--- src/rtl/uart_parity_unit.sv ---
// Parity generator/checker shared by the UART TX and RX paths.
module uart_parity_unit #(
  parameter int unsigned DATA_WIDTH = 8,
  parameter int unsigned CNT_WIDTH  = 4
) (
  input  logic                  CLK,
  input  logic                  RST,
  input  logic                  PAR_EN,
  input  logic [1:0]            PAR_TYP,
  input  logic                  Load,
  input  logic [DATA_WIDTH-1:0] DATA_IN,
  output logic                  Parity_Bit,
  input  logic                  Rx_Start,
  input  logic                  Bit_Valid,
  input  logic                  Bit_In,
  output logic                  Par_Err,
  output logic                  Check_Done,
  output logic                  Rx_Busy
);

  typedef enum logic [1:0] {
    IDLE,
    DATA,
    PARITY
  } rx_state_t;

  // Parity bit for a data-word XOR x under parity type typ.
  function automatic logic par_exp(input logic x, input logic [1:0] typ);
    case (typ)
      2'b00:   return x;
      2'b01:   return ~x;
      2'b10:   return 1'b1;
      default: return 1'b0;
    endcase
  endfunction

  logic [DATA_WIDTH-1:0] tx_data;
  logic                  tx_en;
  logic [1:0]            tx_typ;

  rx_state_t             state, state_n;
  logic                  acc, acc_n;
  logic [CNT_WIDTH-1:0]  cnt, cnt_n;
  logic [CNT_WIDTH-1:0]  cnt_inc;
  logic                  en_snap, en_snap_n;
  logic [1:0]            typ_snap, typ_snap_n;
  logic                  err_n;
  logic                  done_n;

  // TX word and mode are captured only on Load.
  always_ff @(posedge CLK or negedge RST) begin
    if (!RST) begin
      tx_data <= '0;
      tx_en   <= 1'b0;
      tx_typ  <= 2'b00;
    end else if (Load) begin
      tx_data <= DATA_IN;
      tx_en   <= PAR_EN;
      tx_typ  <= PAR_TYP;
    end
  end

  assign Parity_Bit = tx_en ? par_exp(^tx_data, tx_typ) : 1'b0;

  // RX state and datapath registers.
  always_ff @(posedge CLK or negedge RST) begin
    if (!RST) begin
      state      <= IDLE;
      acc        <= 1'b0;
      cnt        <= '0;
      en_snap    <= 1'b0;
      typ_snap   <= 2'b00;
      Par_Err    <= 1'b0;
      Check_Done <= 1'b0;
    end else begin
      state      <= state_n;
      acc        <= acc_n;
      cnt        <= cnt_n;
      en_snap    <= en_snap_n;
      typ_snap   <= typ_snap_n;
      Par_Err    <= err_n;
      Check_Done <= done_n;
    end
  end

  assign cnt_inc = cnt + 1'b1;

  // RX next-state logic; Rx_Start overrides everything, including a same-cycle Bit_Valid.
  always_comb begin
    state_n    = state;
    acc_n      = acc;
    cnt_n      = cnt;
    en_snap_n  = en_snap;
    typ_snap_n = typ_snap;
    err_n      = Par_Err;
    done_n     = 1'b0;

    if (Rx_Start) begin
      state_n    = DATA;
      acc_n      = 1'b0;
      cnt_n      = '0;
      en_snap_n  = PAR_EN;
      typ_snap_n = PAR_TYP;
      err_n      = 1'b0;
    end else begin
      case (state)
        DATA: begin
          if (Bit_Valid) begin
            acc_n = acc ^ Bit_In;
            cnt_n = cnt_inc;
            if (cnt_inc == CNT_WIDTH'(DATA_WIDTH)) begin
              if (en_snap) begin
                state_n = PARITY;
              end else begin
                state_n = IDLE;
                done_n  = 1'b1;
              end
            end
          end
        end
        PARITY: begin
          if (Bit_Valid) begin
            err_n   = (Bit_In != par_exp(acc, typ_snap));
            done_n  = 1'b1;
            state_n = IDLE;
          end
        end
        default: begin
          state_n = IDLE;
        end
      endcase
    end
  end

  assign Rx_Busy = (state != IDLE);

endmodule

--- config.mk ---
export PLATFORM = sky130hd
export DESIGN_NAME = uart_parity_unit
export DESIGN_NICKNAME = d
export VERILOG_FILES = /design/src/rtl/uart_parity_unit.sv
export SDC_FILE = /design/constraint.sdc
export NUM_CORES = 1
export LEC_CHECK = 0
export CAP_MARGIN = 30
export CORE_MARGIN = 5
export CORE_UTILIZATION = 54
export CTS_BUF_LIST = sky130_fd_sc_hd__clkbuf_16
export DETAILED_ROUTE_END_ITERATION = 6
export HOLD_SLACK_MARGIN = 0.05
export PLACE_DENSITY = 0.82
export SLEW_MARGIN = 40
export SYNTH_ARGS = -nofsm -noshare
export SYNTH_HDL_FRONTEND = slang
export SYNTH_SLANG_ARGS = --single-unit
--- constraint.sdc ---
create_clock -name CLK -period 4.3 [get_ports CLK]
set_input_delay 0.86 -clock CLK [delete_from_list [all_inputs] [get_ports CLK]]
set_output_delay 0.86 -clock CLK [all_outputs]
set_load 0.03 [all_outputs]
# --- After elaboration in Yosys (flattened, before gate mapping) ---
# Cells that the tools add are included.
classes:
  add_sub_neg: 1
  eq_ne: 11
  muxes: 27
  bitwise: 3
  n_reduce_logical: 10
ops:
  columns: ["op", "count"]
  rows:
  - ["two-way mux 1 bit", 15]
  - ["two-way mux 4 bit", 3]
  - ["two-way mux 2 bit", 5]
  - ["!= test 3 bit (second input constant)", 3]
  - ["nonzero test 2 bit", 4]
  - ["XOR reduction 8 bit", 1]
  - ["== test 2 x 1 -> 1 bit (second input constant)", 3]
  - ["== test 2 bit (second input constant)", 3]
  - ["one-hot mux 1 bit (3 select lines)", 2]
  - ["adder 4 x 1 -> 4 bit (second input constant)", 1]
  - ["== test 4 bit (second input constant)", 1]
  - ["zero test 2 bit", 2]
  - ["one-hot mux 2 bit (2 select lines)", 1]
  - ["AND reduction 2 bit", 2]
  - ["AND reduction 3 bit", 1]
  - ["NOT 1 bit", 2]
  - ["one-hot mux 1 bit (2 select lines)", 1]
  - ["!= test 1 bit", 1]
  - ["XOR 1 bit", 1]
word_totals:
  register_bits: 23
  wordCells: 62

# --- Longest topological paths before layout ---
# Gate-level depths: netlist (run 1).
depth:
  word_depth: 9
  ltp_mapped: 7

# --- Worst setup path after synthesis (run 1) ---
# Ideal clock, no wire load.
synth_timing:
  kind: "register to output"
  start: "register tx_data[7]"
  end: "output Parity_Bit"
  t_arrival_ns: 1.348
  required_ns: 3.440
  setup_slack_ns: 2.092
  stages_incl_launch_ff: 6
  path_buffers: 0
  cell_sequence: "dfrtp_1 -> xor2_1 -> xnor2_1 -> xnor2_1 -> or3_1 -> and3_1"
synth_via:
  elab_chain_cells: 4
synth_rtl:
  columns: ["item", "line", "rtl"]
  rows:
  - ["from (decl)", "37", "logic [DATA_WIDTH-1:0] tx_data;"]
  - ["from (signal assigned)", "53", "tx_data <= '0;"]
  - ["from (signal assigned)", "57", "tx_data <= DATA_IN;"]
  - ["XOR reduction 8 bit (*)", "63", "assign Parity_Bit = tx_en ? par_exp(^tx_data, tx_typ) : 1'b0;"]
  - ["NOT 1 bit", "31", "2'b01: return ~x;"]
  - ["one-hot mux 1 bit (3 select lines) (*)", "29", "case (typ)"]
  - ["two-way mux 1 bit (*)", "63", null]
  - ["to (decl)", "12", "output logic Parity_Bit,"]
# Every way passes the cells marked *; elsewhere a longest branch is shown, timed or not.

# --- Worst setup path in the final report (run 1) ---
# Same ends and word-level chain as after synthesis.

==> results of run 1 <==
[logic make-up after synthesis]
family / synth area share (%)
simple gates: 12.4
flops: 50.2
compound gates: 7.32
mux: 12.8
xor+xnor: 9.17
buf+inv: 2.62
fa+ha+maj: 5.46
[registers in the layout (all words and copies together), names as in the netlist]
| name | cells |
|---|---|
| Check_Done | 1 |
| Par_Err | 1 |
| acc | 1 |
| cnt | 4 |
| en_snap | 1 |
| state | 2 |
| tx_data | 8 |
| tx_en | 1 |
| tx_typ | 2 |
| typ_snap | 2 |
[routing by layer]
| layer | vias up | wire (um) | global-route usage, % |
|---|---|---|---|
| met4 | 0 | 7 | 5.08 |
| li1 | 390 | - | - |
| met2 | 13 | 967 | 24.2 |
| met5 | - | 0 | 0 |
| met3 | 2 | 84 | 3.71 |
| met1 | 364 | 880 | 17.0 |
[report_power, final]
part           total, mW  switching [mW]  internal (mW)
combinational     0.0893          0.0381         0.0512
clock              0.198          0.0727          0.125
sequential         0.243          0.0110          0.232
[metrics by stage]
stage	setup WS [ns]	instances	hold slack [ns]	power [mW]
6_report	1.28	149	0.513	0.530
4_1_cts	1.26	149	0.518	0.536
3_5_place_dp	1.55	145	0.495	0.337
5_1_grt	1.18	149	0.547	0.559
2_1_floorplan	2.09	102	0.472	0.304
3_3_place_gp	1.54	145	0.491	0.335
[final cells by class]
type,count,area (um2)
inverter,4,15.0
clock inverter,1,5.00
tap,27,33.8
multi-input combinational,71,541
sequential,23,576
clock buffer,3,75.1
timing repair buffer,20,195
fill,143,562
[Yosys cell counts]
master / count
dfrtp_1: 23
mux2_2: 13
xnor2_1: 8
nand2_1: 7
nor2_1: 7
ha_1: 5
nand3_1: 5
a21oi_1: 4
clkbuf_1: 4
inv_1: 4
o21ai_0: 4
xor2_1: 4
and3_1: 2
or3_1: 2
a211o_1: 1
a21o_1: 1
a22o_2: 1
a311oi_1: 1
a41oi_1: 1
and2_2: 1
and4bb_2: 1
nor2b_1: 1
or2_2: 1
or4_1: 1
[worst min-delay path by stage]
stage | start | end | slack, ns | cells after the start
6_report | typ_snap[1] | typ_snap[1] | 0.51 | 1
5_1_grt | typ_snap[1] | typ_snap[1] | 0.55 | 1
4_1_cts | typ_snap[1] | typ_snap[1] | 0.52 | 1
3_5_place_dp | tx_en | tx_en | 0.49 | 1
3_3_place_gp | tx_en | tx_en | 0.49 | 1
2_1_floorplan | tx_en | tx_en | 0.47 | 1
==> impl_metrics.xml, run 1 <==
<?xml version="1.0" encoding="UTF-8"?>
<metrics>
  <group name="critical_path">
    <metric name="regToRegStartpoint" unit="">cnt[0]</metric>
    <metric name="crit_path_end" unit="">Parity_Bit</metric>
    <metric name="reg2reg_setup_slack" unit="ns">2.57</metric>
    <metric name="crit_start" unit="">tx_data[7]</metric>
    <metric name="r2r_end" unit="">Check_Done</metric>
    <metric name="cells_along_the_critical_path" unit="">xor2_1 -&gt; xnor2_1 -&gt; xnor2_1 -&gt; or3_1 -&gt; and3_1 -&gt; clkdlybuf4s50_1</metric>
    <metric name="type_of_the_setup_path_with_the_least_slack" unit="">reg2out</metric>
    <metric name="ff2ff_path_depth" unit="">6</metric>
    <metric name="crit_arrival" unit="ns">2.16</metric>
    <metric name="critPathLaunchType" unit="">flop</metric>
    <metric name="cp_num_buf_inv" unit="">1</metric>
    <metric name="setup.worst_path.end_class" unit="">primary output</metric>
    <metric name="critical-path-slowest-cell" unit="">clkdlybuf4s50_1</metric>
    <metric name="crit_path_max_fanout" unit="">2</metric>
    <metric name="worst_path_most_repeated_cell" unit="">xnor2_1</metric>
    <metric name="crit_family" unit="">buffers and inverters</metric>
    <metric name="critical_path_required" unit="ns">3.44</metric>
    <metric name="worstSetupPathDepth" unit="">6</metric>
    <metric name="crit_path_max_incr_delay" unit="ns">0.59</metric>
  </group>
  <group name="timing">
    <metric name="worst_max_slew_margin_expressed_relative_to_the_limit" unit="%">65.4</metric>
    <metric name="finalCriticalPeriod" unit="ns">3.02</metric>
    <metric name="setup_repair_after_global_routing_missed_its_margin" unit="">no</metric>
    <metric name="setup-violations-final" unit="">0</metric>
    <metric name="layout_worst_path_cycle_share" unit="%">70.3</metric>
    <metric name="report.final.slew_viol_count" unit="">0</metric>
    <metric name="largest_clock_skew_in_the_final_design" unit="ns">0.00549</metric>
    <metric name="finalHoldViolations" unit="">0</metric>
    <metric name="fmaxAchievable" unit="MHz">331</metric>
    <metric name="worst_slew_pin_slew" unit="ns">0.519</metric>
    <metric name="setup-tns-final" unit="ns">0</metric>
  </group>
  <group name="clock_network">
    <metric name="numClockSinks" unit="">23</metric>
    <metric name="clkLatencyLatePin" unit="ns">0.25</metric>
    <metric name="cts_tree" unit="">done</metric>
    <metric name="cts_hold_buffers" unit="">0</metric>
    <metric name="clock-root-buffer" unit="">clkbuf_16</metric>
    <metric name="tritoncts.num_buffers" unit="">3</metric>
    <metric name="worst_setup_hold_path_clk_slew" unit="ns">0.06</metric>
    <metric name="cts_max_level" unit="">1</metric>
    <metric name="post_cts_resize_count" unit="">0</metric>
    <metric name="cts_setup_buffers" unit="">0</metric>
    <metric name="cts_max_path_buffers" unit="">2</metric>
  </group>
  <group name="placement">
    <metric name="dpl.hpwl" unit="um">1440</metric>
    <metric name="port_bufs" unit="">20</metric>
    <metric name="globalplace.congestion" unit="">0.713</metric>
    <metric name="placedInstanceArea" unit="mm2">0.00136</metric>
  </group>
  <group name="cells_and_area">
    <metric name="fin_nets" unit="">145</metric>
    <metric name="finalCoreUtilization" unit="%">71.9</metric>
    <metric name="areaGrowthSynthToFinish" unit="%">25.7</metric>
    <metric name="post-route-cell-area" unit="mm2">0.00144</metric>
    <metric name="layout-drive-gt1-share" unit="%">18.0</metric>
    <metric name="mostFrequentLayoutCell" unit="">dfrtp_1</metric>
    <metric name="num_antenna_cells" unit="">0</metric>
    <metric name="layout.cells.most_common_list" unit="">dfrtp_1, clkdlybuf4s50_1, mux2_2, xnor2_1</metric>
  </group>
  <group name="global_routing">
    <metric name="grt_pass1_wl" unit="um">3600</metric>
    <metric name="grt.total_usage" unit="%">14.2</metric>
    <metric name="grt_start_max_net_pins" unit="">24</metric>
    <metric name="globalRoute.totalOverflow" unit="">0</metric>
    <metric name="number_of_antenna_violations_at_the_first_check_in_global_routing" unit="">0</metric>
    <metric name="via_count_of_the_first_global_routing_pass" unit="">815</metric>
  </group>
  <group name="route">
    <metric name="antenna_violating_nets_post_route" unit="">0</metric>
    <metric name="drt_iter0_drc" unit="">8</metric>
    <metric name="routedWlPerCell" unit="um">13.0</metric>
    <metric name="vias_per_cell" unit="">5.16</metric>
    <metric name="vias" unit="">769</metric>
    <metric name="drt-pass1-iter-count" unit="">4</metric>
    <metric name="drc" unit="">0</metric>
    <metric name="postRouteWirelength" unit="um">1940</metric>
  </group>
  <group name="synthesis">
    <metric name="synthesis.yosys.warnings" unit="">0</metric>
    <metric name="syn_area" unit="mm2">0.00115</metric>
    <metric name="synth_top_area_share" unit="%">50.2</metric>
    <metric name="ys_types" unit="">24</metric>
    <metric name="postSynthNetCount" unit="">124</metric>
    <metric name="synth_seq_area_share" unit="%">50.2</metric>
    <metric name="biggest_area_consumer_among_synthesized_cells" unit="">dfrtp_1</metric>
    <metric name="mapped_avg_cell_area" unit="um2">11.2</metric>
    <metric name="synth_seq_cells" unit="">23</metric>
    <metric name="synth_top_cells_by_area" unit="">dfrtp_1, mux2_2, xnor2_1, ha_1, xor2_1</metric>
    <metric name="instance_count_of_the_mapped_netlist" unit="">102</metric>
  </group>
  <group name="die">
    <metric name="core-area" unit="mm2">0.00200</metric>
    <metric name="rows" unit="">16</metric>
    <metric name="die_height" unit="um">56.1</metric>
    <metric name="die_x" unit="um">56.1</metric>
    <metric name="number_of_primary_i_o_pins" unit="">21</metric>
    <metric name="initial_utilization" unit="%">57.2</metric>
    <metric name="die_area" unit="mm2">0.00314</metric>
  </group>
  <group name="run">
    <metric name="max_cap_viol_count" unit="">0</metric>
  </group>
  <group name="worst_hold_path">
    <metric name="worst_hold_path_type" unit="">reg2reg</metric>
  </group>
  <group name="pwr">
    <metric name="power.density" unit="mW/mm2">368</metric>
    <metric name="total_leakage_power" unit="nW">0.634</metric>
    <metric name="ir_drop" unit="mV">0.285</metric>
  </group>
  <group name="outcome">
    <metric name="status" unit="">complete, no violations</metric>
  </group>
</metrics>
Power figures use the tool's default switching activity.
==> run 2, diff against run 1 <==
--- a/config.mk
+++ b/config.mk
@@ -7,11 +7,11 @@
 export LEC_CHECK = 0
 export CAP_MARGIN = 30
 export CORE_MARGIN = 5
-export CORE_UTILIZATION = 54
+export CORE_UTILIZATION = 50
 export CTS_BUF_LIST = sky130_fd_sc_hd__clkbuf_16
 export DETAILED_ROUTE_END_ITERATION = 6
 export HOLD_SLACK_MARGIN = 0.05
-export PLACE_DENSITY = 0.82
+export PLACE_DENSITY = 0.77
 export SLEW_MARGIN = 40
 export SYNTH_ARGS = -nofsm -noshare
 export SYNTH_HDL_FRONTEND = slang
==> constraint.sdc (replaced) <==
create_clock -name CLK -period 3 [get_ports CLK]
set_input_delay 0.6 -clock CLK [delete_from_list [all_inputs] [get_ports CLK]]
set_output_delay 0.6 -clock CLK [all_outputs]
set_load 0.03 [all_outputs]
==> run 2 against run 1 <==
Die area is 6.5% higher; global-route usage is 1.1 points lower; sequential cell count stayed put; via count is 3.8% higher; cell count is 1.3% higher; clock-buffer cell count stayed put; largest cell class unchanged; wire length is 3.2% higher; total power is 43% higher; first-iteration DRC count is 13% higher; setup slack worse by 1.1 ns; register-to-register slack worse by 1.3 ns; clock skew is 0.0032 ns lower.
==> impl_metrics.xml, run 2 (synthesis gave the netlist of run 1 again) <==
<?xml version="1.0" encoding="UTF-8"?>
<metrics>
  <group name="outcome">
    <metric name="status" unit="">complete, no violations</metric>
  </group>
  <group name="placement">
    <metric name="port_bufs" unit="">20</metric>
    <metric name="globalplace.congestion" unit="">0.715</metric>
    <metric name="dpl.hpwl" unit="um">1540</metric>
  </group>
  <group name="timing">
    <metric name="setup_repair_after_global_routing_missed_its_margin" unit="">no</metric>
    <metric name="fmaxAchievable" unit="MHz">360</metric>
    <metric name="worst_max_slew_margin_expressed_relative_to_the_limit" unit="%">67.6</metric>
    <metric name="finalCriticalPeriod" unit="ns">2.78</metric>
    <metric name="setup-tns-final" unit="ns">0</metric>
    <metric name="finalHoldViolations" unit="">0</metric>
    <metric name="report.final.slew_viol_count" unit="">0</metric>
    <metric name="setup-violations-final" unit="">0</metric>
    <metric name="largest_clock_skew_in_the_final_design" unit="ns">0.00228</metric>
    <metric name="worst_slew_pin_slew" unit="ns">0.485</metric>
    <metric name="layout_worst_path_cycle_share" unit="%">92.5</metric>
  </group>
  <group name="global_routing">
    <metric name="via_count_of_the_first_global_routing_pass" unit="">787</metric>
    <metric name="number_of_antenna_violations_at_the_first_check_in_global_routing" unit="">0</metric>
    <metric name="grt.total_usage" unit="%">13.1</metric>
    <metric name="globalRoute.totalOverflow" unit="">0</metric>
    <metric name="grt_start_max_net_pins" unit="">24</metric>
    <metric name="grt_pass1_wl" unit="um">3410</metric>
  </group>
  <group name="cells_and_area">
    <metric name="flip_flop_count_of_the_largest_register_after_layout" unit="">8</metric>
    <metric name="multi_input_comb_area" unit="um2">541</metric>
    <metric name="num_antenna_cells" unit="">0</metric>
    <metric name="storage_cell_area" unit="um2">576</metric>
    <metric name="largestRegisters" unit="">tx_data x8, cnt x4</metric>
    <metric name="fin_nets" unit="">146</metric>
    <metric name="layout-drive-gt1-share" unit="%">17.1</metric>
    <metric name="mostFrequentLayoutCell" unit="">dfrtp_1</metric>
    <metric name="layout.cells.most_common_list" unit="">dfrtp_1, clkdlybuf4s50_1, mux2_2, xnor2_1</metric>
    <metric name="layout.filler_cells" unit="">191</metric>
    <metric name="max_flop_register" unit="">tx_data</metric>
    <metric name="areaGrowthSynthToFinish" unit="%">26.7</metric>
  </group>
  <group name="critical_path">
    <metric name="critPathLaunchType" unit="">flop</metric>
    <metric name="type_of_the_setup_path_with_the_least_slack" unit="">reg2out</metric>
    <metric name="setup.worst_path.end_class" unit="">primary output</metric>
    <metric name="crit_path_max_fanout" unit="">2</metric>
    <metric name="crit_arrival" unit="ns">2.18</metric>
    <metric name="critical_path_required" unit="ns">2.40</metric>
  </group>
  <group name="clock_network">
    <metric name="cts_hold_buffers" unit="">0</metric>
    <metric name="numClockSinks" unit="">23</metric>
    <metric name="clkLatencyLatePin" unit="ns">0.25</metric>
    <metric name="tritoncts.num_buffers" unit="">3</metric>
    <metric name="cts_tree" unit="">done</metric>
    <metric name="cts_setup_buffers" unit="">0</metric>
    <metric name="cts_max_level" unit="">1</metric>
    <metric name="worst_setup_hold_path_clk_slew" unit="ns">0.06</metric>
    <metric name="cts_max_path_buffers" unit="">2</metric>
    <metric name="clock-root-buffer" unit="">clkbuf_16</metric>
    <metric name="post_cts_resize_count" unit="">0</metric>
  </group>
  <group name="die">
    <metric name="die_x" unit="um">57.9</metric>
    <metric name="rows" unit="">17</metric>
    <metric name="die_height" unit="um">57.9</metric>
    <metric name="core-area" unit="mm2">0.00219</metric>
    <metric name="initial_utilization" unit="%">52.3</metric>
    <metric name="number_of_primary_i_o_pins" unit="">21</metric>
    <metric name="die_area" unit="mm2">0.00335</metric>
  </group>
  <group name="route">
    <metric name="drt-pass1-iter-count" unit="">4</metric>
    <metric name="antenna_violating_nets_post_route" unit="">0</metric>
    <metric name="routedWlPerCell" unit="um">13.3</metric>
    <metric name="drt_iter0_drc" unit="">9</metric>
    <metric name="vias_per_cell" unit="">5.28</metric>
    <metric name="drc" unit="">0</metric>
    <metric name="vias" unit="">798</metric>
    <metric name="postRouteWirelength" unit="um">2000</metric>
  </group>
  <group name="run">
    <metric name="max_cap_viol_count" unit="">0</metric>
  </group>
  <group name="pwr">
    <metric name="power" unit="mW">0.760</metric>
    <metric name="ir_drop" unit="mV">0.384</metric>
    <metric name="total_leakage_power" unit="nW">0.641</metric>
    <metric name="power.density" unit="mW/mm2">523</metric>
  </group>
  <group name="worst_hold_path">
    <metric name="worst_hold_path_type" unit="">reg2reg</metric>
  </group>
</metrics>
run 2: layer usage:
layer | track usage [%] | wire (um)
met5 | 0 | 0
met1 | 14.9 | 836
met2 | 22.6 | 1040
met3 | 3.79 | 95
met4 | 5.96 | 27
run 2: final timing paths:
| kind | to | slack, ns | startpoint | depth (start not counted) |
|---|---|---|---|---|
| hold reg to reg | tx_en | 0.50 | tx_en | 1 |
| setup reg to reg | Check_Done | 1.28 | cnt[0] | 6 |
| max in group asynchronous | acc | 2.08 | RST | 2 |
| setup / recovery | Parity_Bit | 0.22 | tx_data[7] | 6 |
| min in group asynchronous | cnt[3] | 0.70 | RST | 2 |
| hold / removal | tx_en | 0.50 | tx_en | 1 |
run 2: cell type report:
type                    instances  share of cell area, %
clock inverters                 1                  0.258
multi-input cells              71                   37.2
clock buffers                   3                   5.17
well taps                      28                   2.41
flip-flops and latches         23                   39.6
inverters                       4                   1.03
repair buffers                 21                   14.3
run 2: per-stage QoR:
step | hold WS, ns | utilization (%) | cell area (um2) | instances | worst slack (ns)
floorplan | 0.304 | - | 1150 | 102 | 1.05
global placement | 0.501 | 62.7 | 1370 | 147 | 0.502
detailed placement | 0.494 | 62.7 | 1370 | 147 | 0.506
CTS | 0.510 | 66.3 | 1450 | 151 | 0.214
global route | 0.530 | 66.3 | 1450 | 151 | 0.128
finish | 0.505 | 66.3 | 1450 | 151 | 0.224
run 2: worst max-delay path, stage by stage, from the launching register on:
cell	delay [ns]
dfrtp_1	0.39
xor2_1	0.18
xnor2_1	0.20
xnor2_1	0.10
or3_1	0.29
and3_1	0.17
clkdlybuf4s50_1	0.59
run 2: report_power, final:
group,internal [mW],total (mW),switching (mW),leakage (nW)
Clock,0.178,0.281,0.103,0.0423
Combinational,0.0748,0.130,0.0550,0.316
Sequential,0.333,0.349,0.0159,0.282
